[config.mk]
export PLATFORM = sky130hd
export DESIGN_NAME = mac_operand_sequencer
export DESIGN_NICKNAME = d
export VERILOG_FILES = /design/src/rtl/mac_seq_pkg.sv /design/src/rtl/mac_coef_bank.sv /design/src/rtl/mac_operand_sequencer.sv
export SDC_FILE = /design/constraint.sdc
export NUM_CORES = 1
export LEC_CHECK = 0
export ABC_AREA = 0
export CAP_MARGIN = 40
export CELL_PAD_IN_SITES_DETAIL_PLACEMENT = 1
export CELL_PAD_IN_SITES_GLOBAL_PLACEMENT = 1
export CORE_ASPECT_RATIO = 0.7
export CORE_UTILIZATION = 45
export CTS_CLUSTER_SIZE = 25
export DETAILED_ROUTE_END_ITERATION = 10
export GPL_ROUTABILITY_DRIVEN = 0
export GPL_TIMING_DRIVEN = 0
export PLACE_DENSITY = 0.8
export SLEW_MARGIN = 30
export SYNTH_ARGS = -nofsm -noshare
export SYNTH_HDL_FRONTEND = slang
export SYNTH_SLANG_ARGS = --single-unit
[constraint.sdc]
create_clock -name CLK -period 5.5 [get_ports CLK]
set_input_delay 1.1 -clock CLK [delete_from_list [all_inputs] [get_ports CLK]]
set_output_delay 1.1 -clock CLK [all_outputs]
set_load 0.1 [all_outputs]
[src/rtl/mac_seq_pkg.sv]
// mac_seq_pkg: shared widths, FSM encoding and Q1.7 constants for the MAC operand sequencer
package mac_seq_pkg;
  localparam int OP_DW = 8;
  localparam int TAPS_DEF = 4;
  localparam logic [0:0] IDLE = 1'b0;
  localparam logic [0:0] ISSUE = 1'b1;
  localparam logic [OP_DW-1:0] Q_HALF = 8'h40;
  localparam logic [OP_DW-1:0] Q_NEG_HALF = 8'hC0;
endpackage

[src/rtl/mac_coef_bank.sv]
// mac_coef_bank: double-buffered coefficients; shadow takes writes, active loads on frame start
module mac_coef_bank
  import mac_seq_pkg::*;
#(
  parameter int TAPS = TAPS_DEF,
  parameter int DW = OP_DW,
  parameter int AW = $clog2(TAPS)
) (
  input  logic          clk,
  input  logic          rst_n,
  input  logic          we,
  input  logic [AW-1:0] waddr,
  input  logic [DW-1:0] wdata,
  input  logic          load,
  input  logic [AW-1:0] raddr,
  output logic [DW-1:0] rdata,
  output logic [DW-1:0] head
);
  logic [DW-1:0] shadow [TAPS];
  logic [DW-1:0] active [TAPS];
  logic wr_ok;
  assign wr_ok = we && (int'(waddr) < TAPS);
  always_ff @(posedge clk or negedge rst_n)
    if (!rst_n)
      for (int i = 0; i < TAPS; i++) begin
        shadow[i] <= '0;
        active[i] <= '0;
      end
    else
      for (int i = 0; i < TAPS; i++) begin
        if (wr_ok && int'(waddr) == i) shadow[i] <= wdata;
        // a write landing on the load edge goes straight into the new active bank
        if (load) active[i] <= (wr_ok && int'(waddr) == i) ? wdata : shadow[i];
      end
  assign rdata = active[raddr];
  assign head = (wr_ok && waddr == '0) ? wdata : shadow[0];
endmodule

[src/rtl/mac_operand_sequencer.sv]
// mac_operand_sequencer: sample delay line plus FSM streaming (x[i], coef[i]) pairs to the MAC
module mac_operand_sequencer
  import mac_seq_pkg::*;
#(
  parameter int TAPS = TAPS_DEF,
  parameter int DW = OP_DW,
  parameter int AW = $clog2(TAPS)
) (
  input  logic          CLK,
  input  logic          RESET_N,
  input  logic [DW-1:0] S_DATA,
  input  logic          S_VALID,
  output logic          S_READY,
  input  logic          C_WE,
  input  logic [AW-1:0] C_ADDR,
  input  logic [DW-1:0] C_DATA,
  output logic [DW-1:0] A,
  output logic [DW-1:0] B,
  output logic          OP_VALID,
  output logic          ACC_CLR,
  output logic          OP_LAST,
  output logic [7:0]    FRAME_CNT
);
  logic [DW-1:0] x [TAPS];
  logic [0:0] state;
  logic [AW-1:0] idx, idx_nx;
  logic [DW-1:0] coef_rd, coef_head;
  logic accept, last;
  assign accept = S_VALID && S_READY;
  assign idx_nx = idx + 1'b1;
  assign last = int'(idx) == TAPS - 1;
  mac_coef_bank #(.TAPS(TAPS), .DW(DW), .AW(AW)) u_bank (
    .clk(CLK),
    .rst_n(RESET_N),
    .we(C_WE),
    .waddr(C_ADDR),
    .wdata(C_DATA),
    .load(accept),
    .raddr(idx_nx),
    .rdata(coef_rd),
    .head(coef_head)
  );
  always_ff @(posedge CLK or negedge RESET_N)
    if (!RESET_N) begin
      for (int i = 0; i < TAPS; i++) x[i] <= '0;
      state <= IDLE;
      idx <= '0;
      A <= '0;
      B <= '0;
      OP_VALID <= 1'b0;
      ACC_CLR <= 1'b0;
      OP_LAST <= 1'b0;
      S_READY <= 1'b0;
      FRAME_CNT <= '0;
    end else if (accept) begin
      x[0] <= S_DATA;
      for (int i = 1; i < TAPS; i++) x[i] <= x[i-1];
      FRAME_CNT <= FRAME_CNT + 8'd1;
      A <= S_DATA;
      B <= coef_head;
      OP_VALID <= 1'b1;
      ACC_CLR <= 1'b1;
      OP_LAST <= 1'b0;
      S_READY <= 1'b0;
      idx <= '0;
      state <= ISSUE;
    end else if (state == ISSUE && !last) begin
      // x is already shifted, so x[idx_nx] is the sample idx_nx steps back
      idx <= idx_nx;
      A <= x[idx_nx];
      B <= coef_rd;
      ACC_CLR <= 1'b0;
      OP_LAST <= int'(idx_nx) == TAPS - 1;
      S_READY <= int'(idx_nx) == TAPS - 1;
    end else begin
      state <= IDLE;
      OP_VALID <= 1'b0;
      ACC_CLR <= 1'b0;
      OP_LAST <= 1'b0;
      S_READY <= 1'b1;
    end
endmodule
# [After elaboration in Yosys (flattened, before gate mapping)]
# Index checks and enable logic that the tools add are counted.
[totals] register_bits=126 inputBits=22 output_inout_bits=28 elab_cells=65
[op_classes] n_addsub=2 n_lt_le_gt_ge=1 n_eq_ne=6 n_mux=24 bitwise=1 n_reduce_logical=11
[op_table] cell="8-bit 2-to-1 mux" n=13
[op_table] cell="8-bit binary-select mux with 2-bit select" n=2
[op_table] cell="8-bit by 1-bit adder with 8-bit output, second input constant" n=1
[op_table] cell="1-bit logical AND" n=7
[op_table] cell="1-bit 2-to-1 mux" n=7
[op_table] cell="2-bit by 1-bit equality test with 1-bit output, second input constant" n=3
[op_table] cell="2-bit equality test, second input constant" n=2
[op_table] cell="2-bit zero test" n=2
[op_table] cell="2-bit 2-to-1 mux" n=2
[op_table] cell="3-bit greater-or-equal comparator, second input constant" n=1
[op_table] cell="2-bit NOT with 3-bit output" n=1
[op_table] cell="2-bit by 1-bit adder with 2-bit output, second input constant" n=1
[op_table] cell="2-bit != test, second input constant" n=1
[op_table] cell="2-bit nonzero test" n=1
[op_table] cell="1-bit zero test" n=1

# [Longest topological paths before layout]
# Gate-level depths: netlist (run 1).
[logic_depth] word_depth=7 depth_mapped=8 ltp_nobuf=5

# [Cells and area by module]
# A second synthesis (run 1) with hierarchy kept.
[hier_totals] cells_unflattened=512 hier_area_um2=5343.9
[by_module_without_submodules] module="mac_operand_sequencer" instances=1 cells_per_inst=286 area_each_um2=2750.1
[by_module_without_submodules] module="mac_coef_bank" instances=1 cells_per_inst=226 area_each_um2=2593.7

# [Worst setup path before layout (run 1)]
# Ideal clock, no wire load.
[synth_path] path_kind="input to register" start="in C_ADDR[0]" end="reg u_bank.active[10] (netlist name)" arrival_time_ns=1.940 path_slack_ns=3.435 stages=3 n_path_buf=0 cell_sequence="nand3b_2 -> mux2_2 -> mux2_2"
[synth_between] elab_chain_len=3
[synth_rtl] item="start, declared" line_no="mac_operand_sequencer.sv:15" rtl="input logic [AW-1:0] C_ADDR,"
[synth_rtl] item="2-bit equality test" line_no="mac_coef_bank.sv:33" rtl="if (load) active[i] <= (wr_ok && int'(waddr) == i) ? wdata : shadow[i];"
[synth_rtl] item="1-bit logical AND" line_no="mac_coef_bank.sv:33"
[synth_rtl] item="8-bit 2-to-1 mux"
[synth_rtl] item="end signal, assigned by index" line_no="mac_coef_bank.sv:33"
[synth_rtl] item="end, declared" line_no="mac_coef_bank.sv:20" rtl="logic [DW-1:0] active [TAPS];"
# No other way between the ends.
# A chain may end at the register's enable or synchronous reset.

# [Worst setup path after layout (run 1)]
[layout_path] start="reg FRAME_CNT[3]" end="out FRAME_CNT[3]"
[layout_lines] item="start, declared" line_no="mac_operand_sequencer.sv:22" rtl="output logic [7:0] FRAME_CNT"
[layout_lines] item="start signal, assigned" line_no="mac_operand_sequencer.sv:58" rtl="FRAME_CNT <= FRAME_CNT + 8'd1;"
# No word-level cell between the ends.

==> results.cfg, run 1 <==
[floorplanning]
io_pins = 50
die_h_um = 92.79
fp.coreArea_sq_um = 11250
die_w_um = 131.7
dieArea_sq_um = 12220
row_count = 32
initial_core_util_pct = 47.10

[synthesis]
synthFlopType = dfrtp_1
synthArstFlopShare_pct = 100.0
ys_warn_count = 0
synth_common_cells = 126 x dfrtp_1, 119 x nand2_1, 64 x mux2_2
yosysSeqAreaShare_pct = 59.50
yosys.area.top_type = dfrtp_1
synthesis.area_per_instance_sq_um = 11.85
syn_nets = 472
synth_area_sq_um = 5299
synth_area_leaders = dfrtp_1 60%, mux2_2 14%, nand2_1 8.4%
ys_seq_elements = 126
post-synth-top-area-fraction_pct = 59.50
synth.distinct_cells = 29
post-synth-top-count-cell = dfrtp_1
synth_edf_count = 0
netlist_instances = 447

[cells_and_area]
fin_cells = 710
area.growth.synth_to_final_pct = 33.32
drive_above_1_share_pct = 26.21
n_antenna_cell = 0
nets = 569

[clock_network]
cts_max_level = 4
clkSinkCount = 126
cts-resized-gates = 0
hold_buffers = 0
cts_tree = yes
clock_latency_ns = 0.42
cts_setup_buffers = 0
cts-buffers-inserted = 17
root_buffer = clkbuf_16
clk_pin_slew_worst_paths_ns = 0.05
clk_path_buf_depth = 2

[critical_path]
crit_path_start_kind = register
crit_fanout = 5
worstPathArrival_ns = 1.66
crit_type = register to output pin
cp-end-kind = output pin
cp.required_ns = 4.40

[power]
power.static_leakage_nw = 3.234
max-vdd-ir-drop_mv = 0.3369
p_total_mw = 5.155
power_density_nw_per_um2 = 729.7

[timing]
finalSetupViolCount = 0
tightest_slew_ns = 0.8285
rsz0062_at_grt = no
slew_violations = 0
fmaxAchievable_mhz = 361.8
post-route-period-util_pct = 50.26
hold_viol = 0
max_slew_margin_pct = 44.52
fin_skew_ns = 0.01179
holdWs_ns = 0.4825
layout_min_cycle_time_ns = 2.764

[grt]
gr-total-overflow = 0
grt_pass1_wl_um = 25650
grtUsageMet1_pct = 36.69
antenna_found_initial = 0
grtUsageMet2_pct = 48.32
gr-usage-met3_pct = 5.966
top_usage_layer = met2
grt_max_degree = 73
grt_pass1_vias = 4508
grt_usage_pct = 28.68

[flow_run]
max-cap-violations = 0

[drt]
drtPass1Iterations = 4
drc = 0
drt_iter0_drc = 298
via_per_inst = 5.576
wl_um = 16030
detailroute.via_count = 3959
drtAntennaViolNets = 0
wire_per_inst_um = 22.57

[min_path]
hold_class = register to register

[placement]
placed_cells = 678
io_buffers = 49
hpwlAfterDp_um = 10020

[run_status]
status = finished clean
==> per-stage QoR <==
stage | utilization [%] | setup TNS, ns | area, sq um | setup WS [ns]
2_1_floorplan | - | 0 | 5299 | 3.435
3_3_place_gp | 53.16 | -183.74 | 5981 | -1.468
3_5_place_dp | 57.41 | 0 | 6459 | 2.539
4_1_cts | 62.79 | 0 | 7064 | 2.708
5_1_grt | 62.79 | 0 | 7064 | 2.691
6_report | 62.79 | 0 | 7064 | 2.736
==> cells by family after synthesis <==
family / share of synthesized area [%]
xor gates and xnor gates: 1.157
DFF: 59.50
adders and majority gates: 0.7085
muxes: 18.51
buffers and inverters: 3.022
AOI/OAI and AO/OA: 4.770
and+or+nand+nor: 12.33
==> worst paths after layout <==
kind	start	slack (ns)	endpoint	depth (start not counted)
max in group asynchronous	RESET_N	4.19	B[2]	2
worst max-delay path	FRAME_CNT[3]	2.74	FRAME_CNT[3]	2
worst max register to register	idx[0]	3.01	B[6]	8
min in group asynchronous	RESET_N	0.60	u_bank.active[1]	1
worst min-delay path	FRAME_CNT[7]	0.48	FRAME_CNT[7]	1
worst min register to register	FRAME_CNT[7]	0.48	FRAME_CNT[7]	1
==> registers in the layout, indices dropped and copies added, names as in the netlist, 2 cells and up <==
signal / cells
A: 8
B: 8
FRAME_CNT: 8
idx: 2
u_bank.active: 32
u_bank.shadow: 32
x: 32
==> metal layers <==
layer	up-vias	wire length, um
met5	-	0
met1	2104	6837
met4	0	218
li1	1715	-
met2	118	8084
met3	22	886
==> area by class of cell <==
type | instances | area (sq um)
Fill cell | 1110 | 4187
Sequential cell | 126 | 3153
Multi-Input combinational cell | 286 | 1986
Timing Repair Buffer | 78 | 968.4
Clock buffer | 27 | 503.0
Tap cell | 153 | 191.4
Buffer | 25 | 122.6
Clock inverter | 5 | 102.6
Inverter | 10 | 37.54
==> cells in the final DEF, fill, tap and decap left out, types with 9 or more instances in the layout <==
cell,count
clkdlybuf4s50_1,48
dfrtp_1,126
buf_8,27
inv_1,9
nand2_1,119
clkbuf_1,15
buf_2,11
clkbuf_16,17
nor2_1,18
a21oi_1,23
mux2_2,64
==> critical path: stages (launching register included) <==
cell and delay, ns:
dfrtp_1 0.45, clkdlybuf4s50_1 0.58, buf_8 0.21
==> power by group <==
group	switching (mW)	internal, mW
sequential	0.260	1.29
clock	0.399	0.761
combinational	1.47	0.969
total	2.13	3.02
No activity file was read; power rests on OpenSTA's default activity.
==> run 2: changes to the inputs <==
- CORE_UTILIZATION: 45 -> 41
- PLACE_DENSITY: 0.8 -> 0.77
- clock period: 5.5 -> 2.2 ns (I/O delays scaled with it)
==> run 2 against run 1 <==
Compared with the run above: sequential share of layout area is 0.14 points lower; wire length is 11% lower; first-iteration DRC count is 27% lower; combinational power is 150% higher; setup slack worse by 2.7 ns; critical path depth is 6 higher; via count is 4.6% lower; flip-flop and latch count stayed put; non-clock buffer count is 3 higher; register-to-register slack worse by 2.9 ns; critical endpoint is now B[6]; largest cell class unchanged; largest power group unchanged.
==> results.cfg, run 2 (synthesis results as in run 1) <==
[floorplanning]
die_w_um = 137.9
dieArea_sq_um = 13390
die_h_um = 97.12
io_pins = 50
initial_core_util_pct = 42.37
fp.coreArea_sq_um = 12510
row_count = 34

[critical_path]
cp-end-kind = register
crit_type = register to register
crit_path_start_kind = register
worstPathArrival_ns = 2.39
crit_fanout = 10
cp.required_ns = 2.46
reg2reg_depth = 8

[clock_network]
clk_pin_slew_worst_paths_ns = 0.05
clkSinkCount = 126
cts_max_level = 4
clock_latency_ns = 0.41
root_buffer = clkbuf_16
cts_tree = yes
cts-buffers-inserted = 17
clk_path_buf_depth = 2

[timing]
max_slew_margin_pct = 43.52
slew_violations = 0
post-route-period-util_pct = 96.61
rsz0062_at_grt = no
holdWs_ns = 0.4654
fin_skew_ns = 0.007949
tightest_slew_ns = 0.8436
fmaxAchievable_mhz = 470.5
hold_viol = 0
finalSetupViolCount = 0
layout_min_cycle_time_ns = 2.125

[power]
power_density_nw_per_um2 = 1777
max-vdd-ir-drop_mv = 1.022
power.static_leakage_nw = 3.244
p_total_mw = 12.59

[drt]
drt_iter0_drc = 217
drtAntennaViolNets = 0
drtPass1Iterations = 4
via_per_inst = 5.246
detailroute.via_count = 3777
wl_um = 14280
wire_per_inst_um = 19.83
drc = 0

[cells_and_area]
drive_above_1_share_pct = 27.06
multi_input_area_sq_um = 1998
reg_top3 = u_bank.active (32), u_bank.shadow (32), x (32)
area.growth.synth_to_final_pct = 33.74
nets = 572
nFillCells = 1280
final_cell_mix = 126 x dfrtp_1, 119 x nand2_1, 64 x mux2_2, 48 x clkdlybuf4s50_1, 29 x buf_8
n_antenna_cell = 0
final_common_cell = dfrtp_1
regArea_sq_um = 3153

[grt]
antenna_found_initial = 0
grt_pass1_wl_um = 23720
grt_pass1_vias = 4373
grt_max_degree = 87
gr-total-overflow = 0
grt_usage_pct = 23.93

[placement]
io_buffers = 49
hpwlAfterDp_um = 9370

[min_path]
hold_depth = 1
hold_class = register to register

[flow_run]
max-cap-violations = 0

[run_status]
status = finished clean
[run 2: final timing paths]
kind | to | slack, ns | startpoint
worst min-delay path | FRAME_CNT[7] | 0.47 | FRAME_CNT[7]
min in group asynchronous | A[2] | 0.50 | RESET_N
worst max-delay path | B[6] | 0.07 | idx[0]
max in group asynchronous | u_bank.active[30] | 0.98 | RESET_N
worst max register to register | B[6] | 0.07 | idx[0]
worst min register to register | FRAME_CNT[7] | 0.47 | FRAME_CNT[7]
[run 2: layout make-up]
type                    instances  share of cell area (%)
flip-flops and latches        126                   44.49
plain buffers                  25                   1.924
well taps                     162                   2.860
clock inverters                 7                   1.236
inverters                      10                  0.5297
multi-input cells             286                   28.20
repair buffers                 81                   14.02
clock buffers                  23                   6.744
[run 2: timing repair]
action	4_1_cts	5_1_grt
gates resized for setup	6	0
setup buffers	2	0
hold buffers	1	0
endpoints found under the hold margin	40	0
endpoints found under the setup margin	15	0
[run 2: layer usage]
metal	wire length [um]	vias up	GRT usage, %	share of wire, %
met5	0	-	0	0
met4	189	0	8.445	1.3
met3	579	15	4.643	4.1
met2	7254	83	39.27	51
met1	6255	1969	31.46	44
li1	-	1710	-	-
[run 2: worst max-delay path: stages, from the launching register on]
cell and delay [ns]:
dfrtp_1 0.40, buf_8 0.11, inv_1 0.05, ha_1 0.28
buf_4 0.19, buf_8 0.18, mux2_2 0.36, a221oi_2 0.27
a22oi_1 0.11
[run 2: metrics by stage]
stage / setup TNS [ns] / cell area [sq um] / setup WS [ns] / std cells / utilization (%)
after floorplan: 0 / 5299 / 0.2106 / 447 / -
after global placement: -519.69 / 5992 / -4.129 / 658 / 47.91
after detailed placement: -0.9528 / 6470 / -0.1786 / 687 / 51.73
after CTS: 0 / 7087 / 0.1091 / 720 / 56.66
after global routing: 0 / 7087 / 0.006554 / 720 / 56.66
final: 0 / 7087 / 0.07461 / 720 / 56.66
[run 2: power breakdown]
part / total [mW] / switching [mW] / internal (mW)
Clock: 2.70 / 0.968 / 1.73
Sequential: 3.82 / 0.594 / 3.23
Combinational: 6.07 / 3.57 / 2.49
Total: 12.6 / 5.14 / 7.46
==> run 3: changes to the inputs <==
- CELL_PAD_IN_SITES_DETAIL_PLACEMENT: 1 -> 0
==> run 3 against run 2 <==
Compared with the run above: combinational power decreased by 2%; wire length decreased by 15%; design area increased by 0.49%; first-iteration DRC count decreased by 24%; register-to-register slack improved by 0.08 ns; largest cell class unchanged.
==> results.cfg, run 3 (synthesis results as in run 1) <==
[min_path]
min_to = x[6]
min-delay-start = x[6]
hold_class = register to register
hold_depth = 2

[timing]
slew_violations = 0
layout_min_cycle_time_ns = 2.041
max_slew_margin_pct = 44.55
tightest_slew_ns = 0.8281
post-route-period-util_pct = 92.79
fin_ws_ns = 0.1587
rsz0062_at_grt = no
hold_viol = 0
finalSetupViolCount = 0
fin_skew_ns = 0.006993
fmaxAchievable_mhz = 489.9

[critical_path]
cp_cell_sequence = buf_4, ha_1, nor3b_2, a221oi_1, a22oi_1
crit_path_max_incr_delay_ns = 0.69
crit_path_start_kind = register
crit_type = register to register
cp-end-kind = register
worstPathArrival_ns = 2.36
rr_endpoint = B[3]
reg2reg_slack_ns = 0.16
crit_path_top_delay_cell = nor3b_2
cpLargestDelayFamily = simple AND/OR/NAND/NOR gates
crit_fanout = 9
cp.required_ns = 2.52
reg2reg_depth = 5
path_buf_inv = 1
r2r-start = idx[0]

[floorplanning]
dieArea_sq_um = 13390
row_count = 34
die_w_um = 137.9
initial_core_util_pct = 42.37
io_pins = 50
die_h_um = 97.12
fp.coreArea_sq_um = 12510

[cells_and_area]
final_common_cell = dfrtp_1
drive_above_1_share_pct = 27.06
finalCoreUtilization_pct = 56.94
reg_top3 = u_bank.active (32), u_bank.shadow (32), x (32)
final_cell_mix = 126 x dfrtp_1, 119 x nand2_1, 64 x mux2_2, 48 x clkdlybuf4s50_1, 28 x buf_8
nets = 572
fin_cells = 720
n_antenna_cell = 0
area.growth.synth_to_final_pct = 34.40
fin_area_sq_um = 7122

[placement]
hpwlAfterDp_um = 8067
preCtsSetupSlack_ns = -0.1266
io_buffers = 49
placed_cells = 687
dpl_cell_area_sq_um = 6470

[drt]
wl_um = 12170
via_per_inst = 5.083
drtAntennaViolNets = 0
detailroute.via_count = 3660
wire_per_inst_um = 16.90
drc = 0
drt_iter0_drc = 164
drtPass1Iterations = 5

[clock_network]
cts_max_level = 4
root_buffer = clkbuf_16
cts_tree = yes
clkSinkCount = 126
clk_pin_slew_worst_paths_ns = 0.05
clock_latency_ns = 0.41
clk_path_buf_depth = 2
cts-buffers-inserted = 17

[power]
max-vdd-ir-drop_mv = 1.088
power.static_leakage_nw = 3.265
power_density_nw_per_um2 = 1755

[grt]
grt_max_degree = 87
gr-total-overflow = 0
grt_pass1_wl_um = 20360
grt_usage_pct = 20.49
antenna_found_initial = 0
grt_pass1_vias = 3897

[flow_run]
max-cap-violations = 0

[run_status]
status = finished clean
-- run 3: cell count changes in the layout (fill, tap and decap cells not counted), sizes merged --
cell,delta
bufinv,+1
clkinvlp,-1
-- run 3: report_power, final --
part / internal, mW / total [mW] / switching (mW)
clock: 1.88 / 2.81 / 0.926
combinational: 2.50 / 5.92 / 3.42
sequential: 3.23 / 3.77 / 0.544
total: 7.61 / 12.5 / 4.89
-- run 3: final cells by class --
class | instances | area [sq um]
clock buffer | 23 | 488.0
fill | 1011 | 5385
multi-input combinational | 286 | 1992
timing repair buffer | 81 | 993.5
buffer | 25 | 145.1
sequential | 126 | 3153
inverter | 10 | 37.54
tap | 162 | 202.7
clock inverter | 7 | 110.1
-- run 3: layer usage --
metal	vias up	part of all wire [%]	track usage, %
li1	1717	-	-
met1	1860	49	29.19
met2	76	46	30.69
met3	7	4.1	4.799
met4	0	0.88	6.856
met5	-	0	0
-- run 3: worst max path at each step --
stage,startpoint,slack [ns],endpoint,depth (start not counted)
2_1_floorplan,idx[0],0.21,B[5],8
3_3_place_gp,RESET_N,-4.13,u_bank.shadow[17],1
3_5_place_dp,idx[0],-0.13,B[7],8
4_1_cts,idx[0],0.03,B[7],8
5_1_grt,idx[0],0.01,B[3],5
6_report,idx[0],0.16,B[3],5
-- run 3: what timing repair did --
item                                   4_1_cts  5_1_grt
hold buffers                                 1        0
pin swaps                                    0        0
endpoints found under the hold margin       40        0
setup buffers                                1        1
resized for setup                            3        4
gates cloned                                 0        0
setup endpoints to repair                   11        4
-- run 3: worst reg2reg max path: stages, from the launching register on --
cell,delay (ns)
dfrtp_1,0.41
buf_4,0.16
ha_1,0.23
nor3b_2,0.69
a221oi_1,0.23
a22oi_1,0.24
-- run 3: stage by stage --
| step | power (mW) | hold WS [ns] | TNS (ns) |
|---|---|---|---|
| floorplan | 7.501 | 0.1444 | 0 |
| global placement | 8.715 | 0.4548 | -519.69 |
| detailed placement | 9.604 | 0.3443 | -0.6377 |
| CTS | 12.50 | 0.4765 | 0 |
| global route | 13.17 | 0.4896 | 0 |
| finish | 12.50 | 0.4749 | 0 |
